--- src/rtl/axi_stream_strip_header.sv ---
// rtl/axi_stream_strip_header.sv - strips a 0..DATA_BYTE_WD byte leading header and realigns the payload
module axi_stream_strip_header #(
  parameter int DATA_WD      = 32,
  parameter int DATA_BYTE_WD = DATA_WD / 8,
  parameter int BYTE_CNT_WD  = $clog2(DATA_BYTE_WD)
) (
  input  logic                    clk,
  input  logic                    rst_n,
  input  logic                    valid_in,
  input  logic [DATA_WD-1:0]      data_in,
  input  logic [DATA_BYTE_WD-1:0] keep_in,
  input  logic                    last_in,
  output logic                    ready_in,
  input  logic                    valid_strip,
  input  logic [BYTE_CNT_WD:0]    strip_cnt,
  output logic                    ready_strip,
  output logic                    valid_hdr,
  output logic [DATA_WD-1:0]      data_hdr,
  output logic [DATA_BYTE_WD-1:0] keep_hdr,
  input  logic                    ready_hdr,
  output logic                    valid_out,
  output logic [DATA_WD-1:0]      data_out,
  output logic [DATA_BYTE_WD-1:0] keep_out,
  output logic                    last_out,
  input  logic                    ready_out
);
  localparam int CW = BYTE_CNT_WD + 1;
  typedef logic [CW-1:0] cnt_t;
  localparam cnt_t DW_CNT = cnt_t'(DATA_BYTE_WD);

  typedef enum logic [1:0] {IDLE, FIRST, BODY, FLUSH} state_t;
  state_t state, state_nxt;

  cnt_t               hdr_cnt, resid_cnt;
  logic [DATA_WD-1:0] resid;

  function automatic logic [DATA_BYTE_WD-1:0] keep_mask(input cnt_t n);
    logic [DATA_BYTE_WD-1:0] m;
    m = '0;
    for (int i = 0; i < DATA_BYTE_WD; i++) m[DATA_BYTE_WD-1-i] = (i < int'(n));
    return m;
  endfunction

  function automatic logic [DATA_WD-1:0] byte_mask(input cnt_t n);
    logic [DATA_WD-1:0]      m;
    logic [DATA_BYTE_WD-1:0] k;
    k = keep_mask(n);
    for (int i = 0; i < DATA_BYTE_WD; i++) m[8*i +: 8] = {8{k[i]}};
    return m;
  endfunction

  cnt_t               in_cnt, k_cnt, min_hk, tail_cnt, h_clamp;
  logic [DATA_WD-1:0] shifted;
  logic               out_free;

  always_comb begin
    in_cnt = '0;
    for (int i = 0; i < DATA_BYTE_WD; i++) in_cnt = in_cnt + cnt_t'(keep_in[i]);
  end

  // Only the last beat of a packet may be short; keep_in on earlier beats is ignored.
  assign k_cnt    = last_in ? in_cnt : DW_CNT;
  assign min_hk   = (k_cnt < hdr_cnt) ? k_cnt : hdr_cnt;
  assign tail_cnt = (k_cnt > hdr_cnt) ? k_cnt - hdr_cnt : '0;
  assign shifted  = data_in << {hdr_cnt, 3'b000};
  assign h_clamp  = (strip_cnt > DW_CNT) ? DW_CNT : strip_cnt;
  assign out_free = !valid_out || ready_out;

  logic               out_load, out_last_nxt, in_fire;
  logic [DATA_WD-1:0] out_data_nxt;
  cnt_t               out_cnt_nxt;

  always_comb begin
    state_nxt    = state;
    ready_in     = 1'b0;
    ready_strip  = 1'b0;
    in_fire      = 1'b0;
    out_load     = 1'b0;
    out_data_nxt = '0;
    out_cnt_nxt  = '0;
    out_last_nxt = 1'b0;
    case (state)
      IDLE: begin
        ready_strip = 1'b1;
        if (valid_strip) state_nxt = FIRST;
      end
      FIRST: begin
        ready_in = !valid_hdr && out_free;
        in_fire  = valid_in && ready_in;
        if (in_fire) begin
          state_nxt = last_in ? IDLE : BODY;
          if (last_in && tail_cnt != '0) begin
            out_load     = 1'b1;
            out_data_nxt = shifted & byte_mask(tail_cnt);
            out_cnt_nxt  = tail_cnt;
            out_last_nxt = 1'b1;
          end
        end
      end
      BODY: begin
        ready_in = out_free;
        in_fire  = valid_in && ready_in;
        if (in_fire) begin
          // Residual tail of the previous beat followed by the head of this one.
          out_load     = 1'b1;
          out_data_nxt = resid | ((data_in & byte_mask(min_hk)) >> {resid_cnt, 3'b000});
          out_cnt_nxt  = resid_cnt + min_hk;
          out_last_nxt = last_in && (tail_cnt == '0);
          if (last_in) state_nxt = (tail_cnt == '0) ? IDLE : FLUSH;
        end
      end
      FLUSH: begin
        if (out_free) begin
          out_load     = 1'b1;
          out_data_nxt = resid;
          out_cnt_nxt  = resid_cnt;
          out_last_nxt = 1'b1;
          state_nxt    = IDLE;
        end
      end
      default: state_nxt = IDLE;
    endcase
  end

  always_ff @(posedge clk or negedge rst_n) begin
    if (!rst_n) begin
      state     <= IDLE;
      hdr_cnt   <= '0;
      resid     <= '0;
      resid_cnt <= '0;
      valid_hdr <= 1'b0;
      data_hdr  <= '0;
      keep_hdr  <= '0;
      valid_out <= 1'b0;
      data_out  <= '0;
      keep_out  <= '0;
      last_out  <= 1'b0;
    end else begin
      state <= state_nxt;
      if (state == IDLE && valid_strip) hdr_cnt <= h_clamp;
      if (in_fire) begin
        resid     <= shifted & byte_mask(tail_cnt);
        resid_cnt <= tail_cnt;
      end
      if (state == FIRST && in_fire) begin
        valid_hdr <= 1'b1;
        data_hdr  <= data_in;
        keep_hdr  <= keep_mask(min_hk);
      end else if (ready_hdr) begin
        valid_hdr <= 1'b0;
      end
      if (out_load) begin
        valid_out <= 1'b1;
        data_out  <= out_data_nxt;
        keep_out  <= keep_mask(out_cnt_nxt);
        last_out  <= out_last_nxt;
      end else if (ready_out) begin
        valid_out <= 1'b0;
      end
    end
  end
endmodule

--- config.mk ---
export PLATFORM = sky130hd
export DESIGN_NAME = axi_stream_strip_header
export DESIGN_NICKNAME = d
export VERILOG_FILES = /design/src/rtl/axi_stream_strip_header.sv
export SDC_FILE = /design/constraint.sdc
export NUM_CORES = 1
export LEC_CHECK = 0
export ABC_CLOCK_PERIOD_IN_PS = 2930
export CAP_MARGIN = 20
export CORE_UTILIZATION = 25
export CTS_BUF_LIST = sky130_fd_sc_hd__clkbuf_4
export CTS_CLUSTER_DIAMETER = 80
export DETAILED_ROUTE_END_ITERATION = 6
export PLACE_DENSITY = 0.48
export SYNTH_ARGS = -nofsm -noshare
export SYNTH_HDL_FRONTEND = slang
export SYNTH_SLANG_ARGS = --single-unit
--- constraint.sdc ---
create_clock -name clk -period 2.93 [get_ports clk]
set_input_delay 0.879 -clock clk [delete_from_list [all_inputs] [get_ports clk]]
set_output_delay 0.879 -clock clk [all_outputs]
set_load 0.02 [all_outputs]
* After elaboration in Yosys (flattened, before gate mapping)
Cells that the tools add are included.
** Storage, ports and cells
- Flip-flop bits (word level) :: 115
- Input port bits :: 46
- Output and inout port bits :: 77
- Word-level logic and storage cells :: 96
** Cells by class
- Add/sub/neg operators :: 5
- Order comparisons :: 15
- Equal/unequal tests :: 8
- Shift operators :: 2
- Multiplexer cells :: 36
- Bitwise logic cells :: 3
- Reduce and logical (&&, ||, !) cells :: 16
** Operators by type and width (count)
- $mux W32 :: 4
- $pmux W32 S3 :: 1
- $and A32 B32 Y32 :: 2
- $or A32 B32 Y32 :: 1
- $shl A32 B6 Y32 :: 1
- $shr A32 B6 Y32 :: 1
- $mux W3 :: 8
- $lt A1 B3 Y1 const A :: 6
- $lt A2 B3 Y1 const A :: 6
- $mux W2 :: 7
- $mux W1 :: 10
- $ne A2 B2 Y1 const B :: 5
- $pmux W3 S3 :: 1
- $pmux W2 S4 :: 1
- $logic_and A1 B1 Y1 :: 7
- $pmux W1 S3 :: 2
- $reduce_and A5 Y1 :: 1
- $eq A2 B2 Y1 const B :: 2
- $pmux W1 S2 :: 2
- $reduce_bool A2 Y1 :: 2
- $add A2 B1 Y3 :: 1
- $add A3 B1 Y3 :: 1
- $add A3 B3 Y3 :: 1
- $gt A3 B3 Y1 :: 1
- 10 further kinds :: 11

* Longest topological paths before layout
Gate-level depths: netlist (run 1).
- Word-level depth :: 12
- Gate-level depth with buffers :: 16

* Worst setup path before layout (run 1)
OpenSTA, ideal clock, no wires.
- Kind :: input-to-reg
- Start point :: in keep_in[0]
- End point :: reg keep_out[3]
- Setup time :: 0.135 ns
- Arrival :: 4.040 ns
- Path slack :: -1.245 ns
- Cell stages on the path :: 15
- Buffers on the path :: 0
- Cells stage by stage :: fa_1 ha_1 ha_1 nand2b_1 ha_1 a21oi_4 nand2_1 o21ai_0 ha_1 inv_1 fa_1 xnor2_1 mux2i_1 a311oi_2 a31oi_1
** Between the ends
- Cells in the longest elaborated chain, start to end :: 12
** Ends and longest elaborated chain
- start: declaration :: line 11 : input logic [DATA_BYTE_WD-1:0] keep_in,
- $add A1 B1 Y2 (*) :: line 58 : for (int i = 0; i < DATA_BYTE_WD; i++) in_cnt = in_cnt + cnt_t'(keep_in[i]);
- $add A2 B1 Y3 (*) :: line 58
- $add A3 B1 Y3 (*) :: line 58
- $mux W3 (*) :: line 62 : assign k_cnt = last_in ? in_cnt : DW_CNT;
- parallel branches: the longest is 8 deep, another holds $lt A3 B3 Y1
- end signal: assignment :: line 155 : keep_out <= keep_mask(out_cnt_nxt);
- end: declaration :: line 23 : output logic [DATA_BYTE_WD-1:0] keep_out,
Every way passes the cells marked *.
A chain may end at the register's enable or synchronous reset.

* Worst setup path in the final report (run 1)
- Start point :: in keep_in[0]
- End point :: reg data_out[7]
** Between the ends
- Cells in the longest elaborated chain, start to end :: 12
** Ends and longest elaborated chain
- $add A1 B1 Y2 (*) :: line 58
- $add A2 B1 Y3 (*) :: line 58
- $add A3 B1 Y3 (*) :: line 58
- $mux W3 (*) :: line 62
- $lt A3 B3 Y1 :: line 63 : assign min_hk = (k_cnt < hdr_cnt) ? k_cnt : hdr_cnt;
- $mux W3 :: line 63
- $lt A2 B3 Y1 / $lt A1 B3 Y1 (equally long branches) :: line 40 : for (int i = 0; i < DATA_BYTE_WD; i++) m[DATA_BYTE_WD-1-i] = (i < int'(n));
- $and A32 B32 Y32 :: line 106 : out_data_nxt = resid | ((data_in & byte_mask(min_hk)) >> {resid_cnt, 3'b000});
- $shr A32 B6 Y32 :: line 106
- $or A32 B32 Y32 :: line 106
- $mux W32 :: line 103 : if (in_fire) begin
- $pmux W32 S3 :: line 82 : case (state)
- end signal: assignment :: line 154 : data_out <= out_data_nxt;
- end: declaration :: line 22 : output logic [DATA_WD-1:0] data_out,
Mark *: on every way between the ends. The rest lies on a longest branch, timed or not.

==> results.md, run 1 <==
* CP peak stage delay at ~0.48 ns
* CTS buffer count at 17
* Yosys top cell by area: dfrtp_1
* Synth area leaders: dfrtp_1, mux2_2, nand2_1
* IO Pins at between 100 and 150
* Syn Area/Cell at 9.98 µm²
* Area Overhead vs Synth at 60.0%
* Total power at between 10 and 15 mW
* Post-route ant nets at 0
* Critical-path top delay cell: fa_1
* Slew Limit Headroom at 0.369
* Final period utilization at 1.21
* Residual DRC at 1
* Worst setup EP type: register
* CP Launch Type: primary input
* Share of the synthesized area in the top cell type at 0.451
* First drt pass iteration count at 7
* Overflow after GRT at 0
* Critical Path, Cell by Cell: buf_6, fa_1, ha_2, ha_4, and2_4, buf_4, inv_4, fa_2, xor2_2, buf_4, or4_4, nor3_4, buf_6, o21ai_0, nand2_1, o32a_1
* Filler cells at roughly 2.5k
* Clock buffer depth at 2
* Sw frac at 0.447
* Slew @ Worst Pin at ~0.95 ns
* CP Class: primary input to register
* Hold Violations, Final at 0
* PwrDens at 1180 nW/µm²
* Buffers on Ports at around 120
* Max cap viols at 0
* DIE AREA at ~26000 µm²
* CTS root buffer: clkbuf_4
* Register-to-Register Path Depth at 13
* CTS tree: done
* Final net count at ~940
* Top-count cell post-synth: dfrtp_1
* H-Tree Depth at 4
* Drt initial violations at 470
* Post-layout min period at 3.53 ns
* Final GP Congestion at 0.857
* Total Wirelength at around 27 mm
* CP arrival at about 4.0 ns
* EDFF count, synth at 0
* Mapped cell area at roughly 6400 µm²
* Library cells used by synthesis at 60
* Max Transition Viols Final at 0
* Largest net degree at the start of global routing at 74
* CORE AREA at 25100 µm²
* DR WL/cell at about 22 µm
* First-pass GRT wire length at between 40 and 50 mm
* Commonest cells in the synthesized netlist: dfrtp_1, nand2_1, nor2_1
* Syn Inst Count at 640
* Hold WC Path Type: primary input to async pin
* Leakage at ~4.3 nW
* Number of global-route vias before repair at between 6k and 7k
* Sequential fraction of the synthesis area at 0.451
* Yosys warnings at 0
* CTS sink cnt at around 120
* Internal Power at about 6.7 mW
* Worst skew pair latency at 0.57 ns
* Yosys reg bits at 115
* Mapped Nets at 700
* Fraction of layout cells with a size suffix above 1 at 0.377
* Maximum vdd drop at around 0.56 mV
* Via count at 6438
* Worst Skew at around 0.021 ns
* Initial Utilization at 0.254
* Outcome: complete, but fails checks
* Psw at about 5.4 mW
* Req. time, crit path at 3.43 ns
* Hold_ws at about 0.31 ns
* Reg-to-Reg Start: hdr_cnt[1]
* Std-Cell Rows at 58
* Register share of total power at 0.234
* Die Ht at approximately 160 µm
* Reg-to-reg endpoint: keep_out[3]
* Fraction of registers with async set/reset at 1.00
* Combinational share of power at 0.655
* Critical path peak fanout at 4
* Post-route setup slack at -0.603 ns
* Vias/cell at 5.26
* Final setup violation count at between 60 and 70
* Max Freq at 283 MHz
* # hold bufs at CTS at 0
* Clock power share at 0.111
* Die span in x at 162 µm
* Gr usage total at 0.212
* Ys flop type: dfrtp_1
* Fin Setup TNS at -27.01 ns
* Failing checks: design-rule violations, negative setup slack
* Post-DP HPWL at approximately 19 mm
* Initial antenna violation count at 1
* Clk pin slew, worst setup/hold paths at about 0.13 ns
* Unrepaired setup endpoints after global routing: true
* R2r setup slk at approximately 0.32 ns
## critical path: cells and delay by family
kind / cells / cell delay, ns
and+or+nand+nor: 4 / 0.92
xor gates and xnor gates: 1 / 0.16
buffers and inverters: 5 / 0.54
AOI/OAI and AO/OA: 2 / 0.22
adders and majority gates: 4 / 1.30
## layer usage
layer  vias up  share of wire  GRT usage
met5         -              0          0
met4         0          0.027     0.0780
met3        50          0.060     0.0375
met2       253           0.47      0.336
met1      3216           0.44      0.288
li1       2919              -          -
## kinds of logic after synthesis
family,count (synthesis),synth area share
AOI/OAI and AO/OA,199,0.221
and+or+nand+nor,194,0.148
DFF,115,0.451
muxes,65,0.113
buffers and inverters,51,0.0335
adders and majority gates,14,0.0310
xor gates and xnor gates,2,0.00274
## metrics by stage
stage               cells   util  cell area, µm²  worst slack (ns)
global placement     1161  0.361            9060             -1.56
CTS                  1218  0.398           10000            -0.644
floorplan             640      -            6690             -1.04
finish               1223  0.407           10200            -0.603
detailed placement   1161  0.361            9060             -1.60
global route         1223  0.407           10200            -0.717
## how the worst max path moves through the flow
stage / cells after the start / startpoint / end / slack (ns)
after global placement: 17 / keep_in[3] / keep_out[3] / -1.56
after CTS: 17 / keep_in[0] / keep_out[3] / -0.64
after global routing: 17 / keep_in[0] / keep_out[3] / -0.72
final: 16 / keep_in[0] / data_out[7] / -0.60
after floorplan: 16 / keep_in[3] / keep_out[3] / -1.04
after detailed placement: 17 / keep_in[3] / keep_out[3] / -1.60
## sequential cells by signal, indices dropped and copies added, names as in the netlist
register	flops
resid	32
valid_out	1
keep_hdr	4
keep_out	4
data_out	32
valid_hdr	1
state	2
data_hdr	32
last_out	1
hdr_cnt	3
resid_cnt	3
## power by group through the flow
stage               registers [mW]  clock network, mW  logic (mW)
finish                        2.82               1.34        7.89
global route                  2.92               1.45        8.41
CTS                           2.83               1.37        7.51
detailed placement            2.85                  0        6.56
global placement              2.85                  0        6.55
floorplan                     3.37                  0        3.06
## layout by cell type, fill, tap and decap left out, drive strengths merged, types with 8 or more instances in the layout
master         instances
a21oi                 32
a221oi                23
a222oi                 8
a22o                  16
a31oi                  9
and3                  10
buf                  145
clkbuf                18
clkdlybuf4s50        116
dfrtp                115
ha                    11
inv                   14
mux2                  47
mux2i                 18
nand2                 68
nand4                  8
nor2                  68
o211ai                 9
o21ai                 36
o22ai                 20
o31ai                 10
## area by class of cell
cell class	instances	area [µm²]	area share
antenna	1	2.50	0.000245
clock buffer	18	135	0.0132
clock inverter	14	176	0.0173
inverter	9	36.3	0.00355
multi-input combinational	474	3970	0.388
sequential	115	2880	0.282
tap	330	413	0.0404
timing repair buffer	262	2610	0.255
## what timing repair did
item / CTS / global route
cloned: 5 / 0
buffers inserted: 22 / 10
pin swaps: 70 / 28
gates resized for setup: 90 / 41
setup endpoints to repair: 80 / 78
No activity file was read; power rests on OpenSTA's default activity.
==> inputs of run 2 (changes only) <==
CAP_MARGIN = default   (was 20)
==> results of run 2 <==
The final DEF is identical to that of run 1; final timing and power are the same.
==> inputs of run 3 (changes only) <==
CELL_PAD_IN_SITES_DETAIL_PLACEMENT = 0   (was default)
CELL_PAD_IN_SITES_GLOBAL_PLACEMENT = 1   (was default)
CORE_UTILIZATION = 38   (was 25)
PLACE_DENSITY = 0.82   (was 0.48)
==> results.md, run 3 (same netlist as run 1, synthesis figures left out) <==
* Outcome: complete, but fails checks
* Failing checks: negative setup slack
* Post-DP HPWL at 17.6 mm (-6.2%)
* Max Transition Viols Final at 0 (unchanged)
* CP Launch Point: keep_in[3]
* R2r setup slk at 0.30 ns (-0.02 ns)
* Critical Path, Cell by Cell: buf_6, fa_1, ha_2, ha_4, and2_4, ha_4, nand3b_1, nand2_2, nand2_2, o21ai_2, ha_2, inv_2, fa_2, xnor2_2, mux2i_1, a311oi_2, a31oi_1
* Drt initial violations at 635 (+35%)
* Final setup violation count at 74 (+8.8%)
* Final GP Congestion at 0.926 (+8.0%)
* CTS sink cnt at 115 (unchanged)
* Clock buffer depth at 2 (unchanged)
* Worst Skew at 0.0217 ns (+0.000581 ns)
* Hold WC Path Type: primary input to async pin
* Via count at 6601 (+2.5%)
* Die Ht at 132 µm (-19%)
* Initial Utilization at 0.388 (+0.133)
* Initial antenna violation count at 0 (-1)
* Combinational share of power at 0.663 (+0.008)
* Total power at 12.0 mW (-0.44%)
* Buffers on Ports at 122 (unchanged)
* Slew @ Worst Pin at 0.745 ns (-0.201 ns)
* FF/Latch Area at 2880 µm² (unchanged)
* Critical-path top delay cell: fa_1
* Internal Power at 6.59 mW (-1.2%)
* Max Freq at 282 MHz (-0.45%)
* CTS tree: done
* First-pass GRT wire length at 38.4 mm (-6.8%)
* Reg-to-Reg Start: state[0]
* Area Overhead vs Synth at 57.7%
* Post-Layout Cell Count at 1109 (-9.3%)
* Area occupied by multi-input gates at 4050 µm² (+2.0%)
* Filler cells at 1341 (-47%)
* Hold Violations, Final at 0 (unchanged)
* CP peak stage delay at 0.53 ns (+0.05 ns)
* IO Pins at 123 (unchanged)
* Most frequent cells in the layout: clkdlybuf4s50_1, dfrtp_1, buf_4
* Critical path peak fanout at 4 (unchanged)
* First drt pass iteration count at 5 (-2)
* Total Wirelength at 25.4 mm (-6.3%)
* Clk pin slew, worst setup/hold paths at 0.12 ns (about the same)
* Antenna fix cells at 0 (-1)
* # hold bufs at CTS at 0 (unchanged)
* H-Tree Depth at 4 (unchanged)
* Residual DRC at 0 (-1)
* Register-to-Register Path Depth at 9 (-4)
* Max cap viols at 0 (unchanged)
* CTS buffer count at 17 (unchanged)
* DR WL/cell at 22.9 µm (+3.3%)
* Clock power share at 0.098 (-0.013)
* CP Class: primary input to register
* Final net count at 937 (-0.21%)
* Worst setup EP type: register
* Fraction of layout cells with a size suffix above 1 at 0.378 (+0.00127)
* PwrDens at 1190 nW/µm² (+1.0%)
* DIE AREA at 17300 µm² (-34%)
* Slew Limit Headroom at 0.503 (+0.134)
* Placed cells at 1045 (-10%)
* Post-layout min period at 3.55 ns (+0.0160 ns)
* Post-route setup slack at -0.619 ns (-0.0160 ns)
* Gr usage total at 0.292 (+0.0803)
* Maximum vdd drop at 0.643 mV (+16%)
* Std-Cell Rows at 47 (-19%)
* Die span in x at 132 µm (-19%)
* Post-route ant nets at 0 (unchanged)
* Leakage at 4.26 nW (about the same)
* Reg-to-reg endpoint: data_out[2]
* CP Capture Point: keep_out[3]
* Psw at 5.42 mW (+0.54%)
* Final period utilization at 1.21 (+0.00546)
* Number of global-route vias before repair at 6654 (+2.5%)
* Largest net degree at the start of global routing at 62 (-16%)
* Overflow after GRT at 0 (unchanged)
* CTS root buffer: clkbuf_4
* Worst skew pair latency at 0.57 ns (about the same)
* Register share of total power at 0.239 (+0.005)
* CP Launch Type: primary input
* Sw frac at 0.451 (+0.00440)
* CORE AREA at 16500 µm² (-34%)
* Vias/cell at 5.95 (+13%)
* Unrepaired setup endpoints after global routing: true
* Top flop regs: data_hdr (32), data_out (32), resid (32)
* Req. time, crit path at 3.36 ns (-0.07 ns)
* Most common cell after layout, fill and taps aside: clkdlybuf4s50_1
* CP arrival at 3.98 ns (-0.05 ns)
==> run 3: cell types whose count changed in the layout (fill, tap and decap cells not counted), sizes merged <==
cell      delta
buf          -3
bufinv       -1
clkinv       +3
clkinvlp     +2
diode        -1
inv          -4
==> run 3: power by group through the flow <==
stage          registers (mW)  clock network (mW)  logic (mW)
2_1_floorplan            3.37                   0        3.06
3_3_place_gp             2.81                   0        6.30
3_5_place_dp             2.84                   0        6.44
4_1_cts                  2.84                1.19        7.30
5_1_grt                  2.93                1.26        8.36
6_report                 2.87                1.18        7.96
==> run 3: area by class of cell <==
cell class                      count  area share
Clock inverter                     14      0.0139
Timing Repair Buffer              260       0.255
Sequential cell                   115       0.286
Inverter                            9     0.00360
Tap cell                          220      0.0273
Clock buffer                       17      0.0127
Multi-Input combinational cell    474       0.402
==> run 3: critical path, delay by kind of cell <==
family,cells,cell delay (ns)
adders and majority gates,6,1.72
AOI/OAI and AO/OA,3,0.53
and+or+nand+nor,4,0.43
xor gates and xnor gates,1,0.15
muxes,1,0.13
buffers and inverters,2,0.12
==> run 3: worst min-delay path by stage <==
stage               from           to  slack, ns
2_1_floorplan  resid[16]    resid[16]       0.45
3_3_place_gp   resid[21]    resid[21]       0.46
3_5_place_dp   resid[21]    resid[21]       0.47
4_1_cts            rst_n    valid_hdr       0.16
5_1_grt            rst_n     state[1]       0.18
6_report           rst_n  keep_out[2]       0.18
==> run 3: repair_timing <==
item                       4_1_cts  5_1_grt
pin swaps                       58       31
gates resized for setup         97       45
setup buffers                   19       16
cloned                           3        1
setup endpoints to repair       79       77
==> run 3: layer usage <==
| metal | up-vias | global-route usage | share of wire |
|---|---|---|---|
| met1 | 3253 | 0.377 | 0.42 |
| met5 | - | 0 | 0 |
| li1 | 2896 | - | - |
| met4 | 0 | 0.129 | 0.037 |
| met2 | 369 | 0.459 | 0.47 |
| met3 | 83 | 0.0779 | 0.079 |
==> run 3: through the flow <==
stage                      util  hold slack (ns)  setup WS, ns  setup TNS, ns  instance area [µm²]
after global routing      0.612            0.178        -0.665         -28.54                10100
after CTS                 0.589            0.159        -0.615         -23.60                 9690
after floorplan               -            0.447         -1.04         -47.74                 6690
final                     0.612            0.182        -0.619         -25.40                10100
after detailed placement  0.537            0.467         -1.58        -100.64                 8850
after global placement    0.537            0.459         -1.54         -97.75                 8850
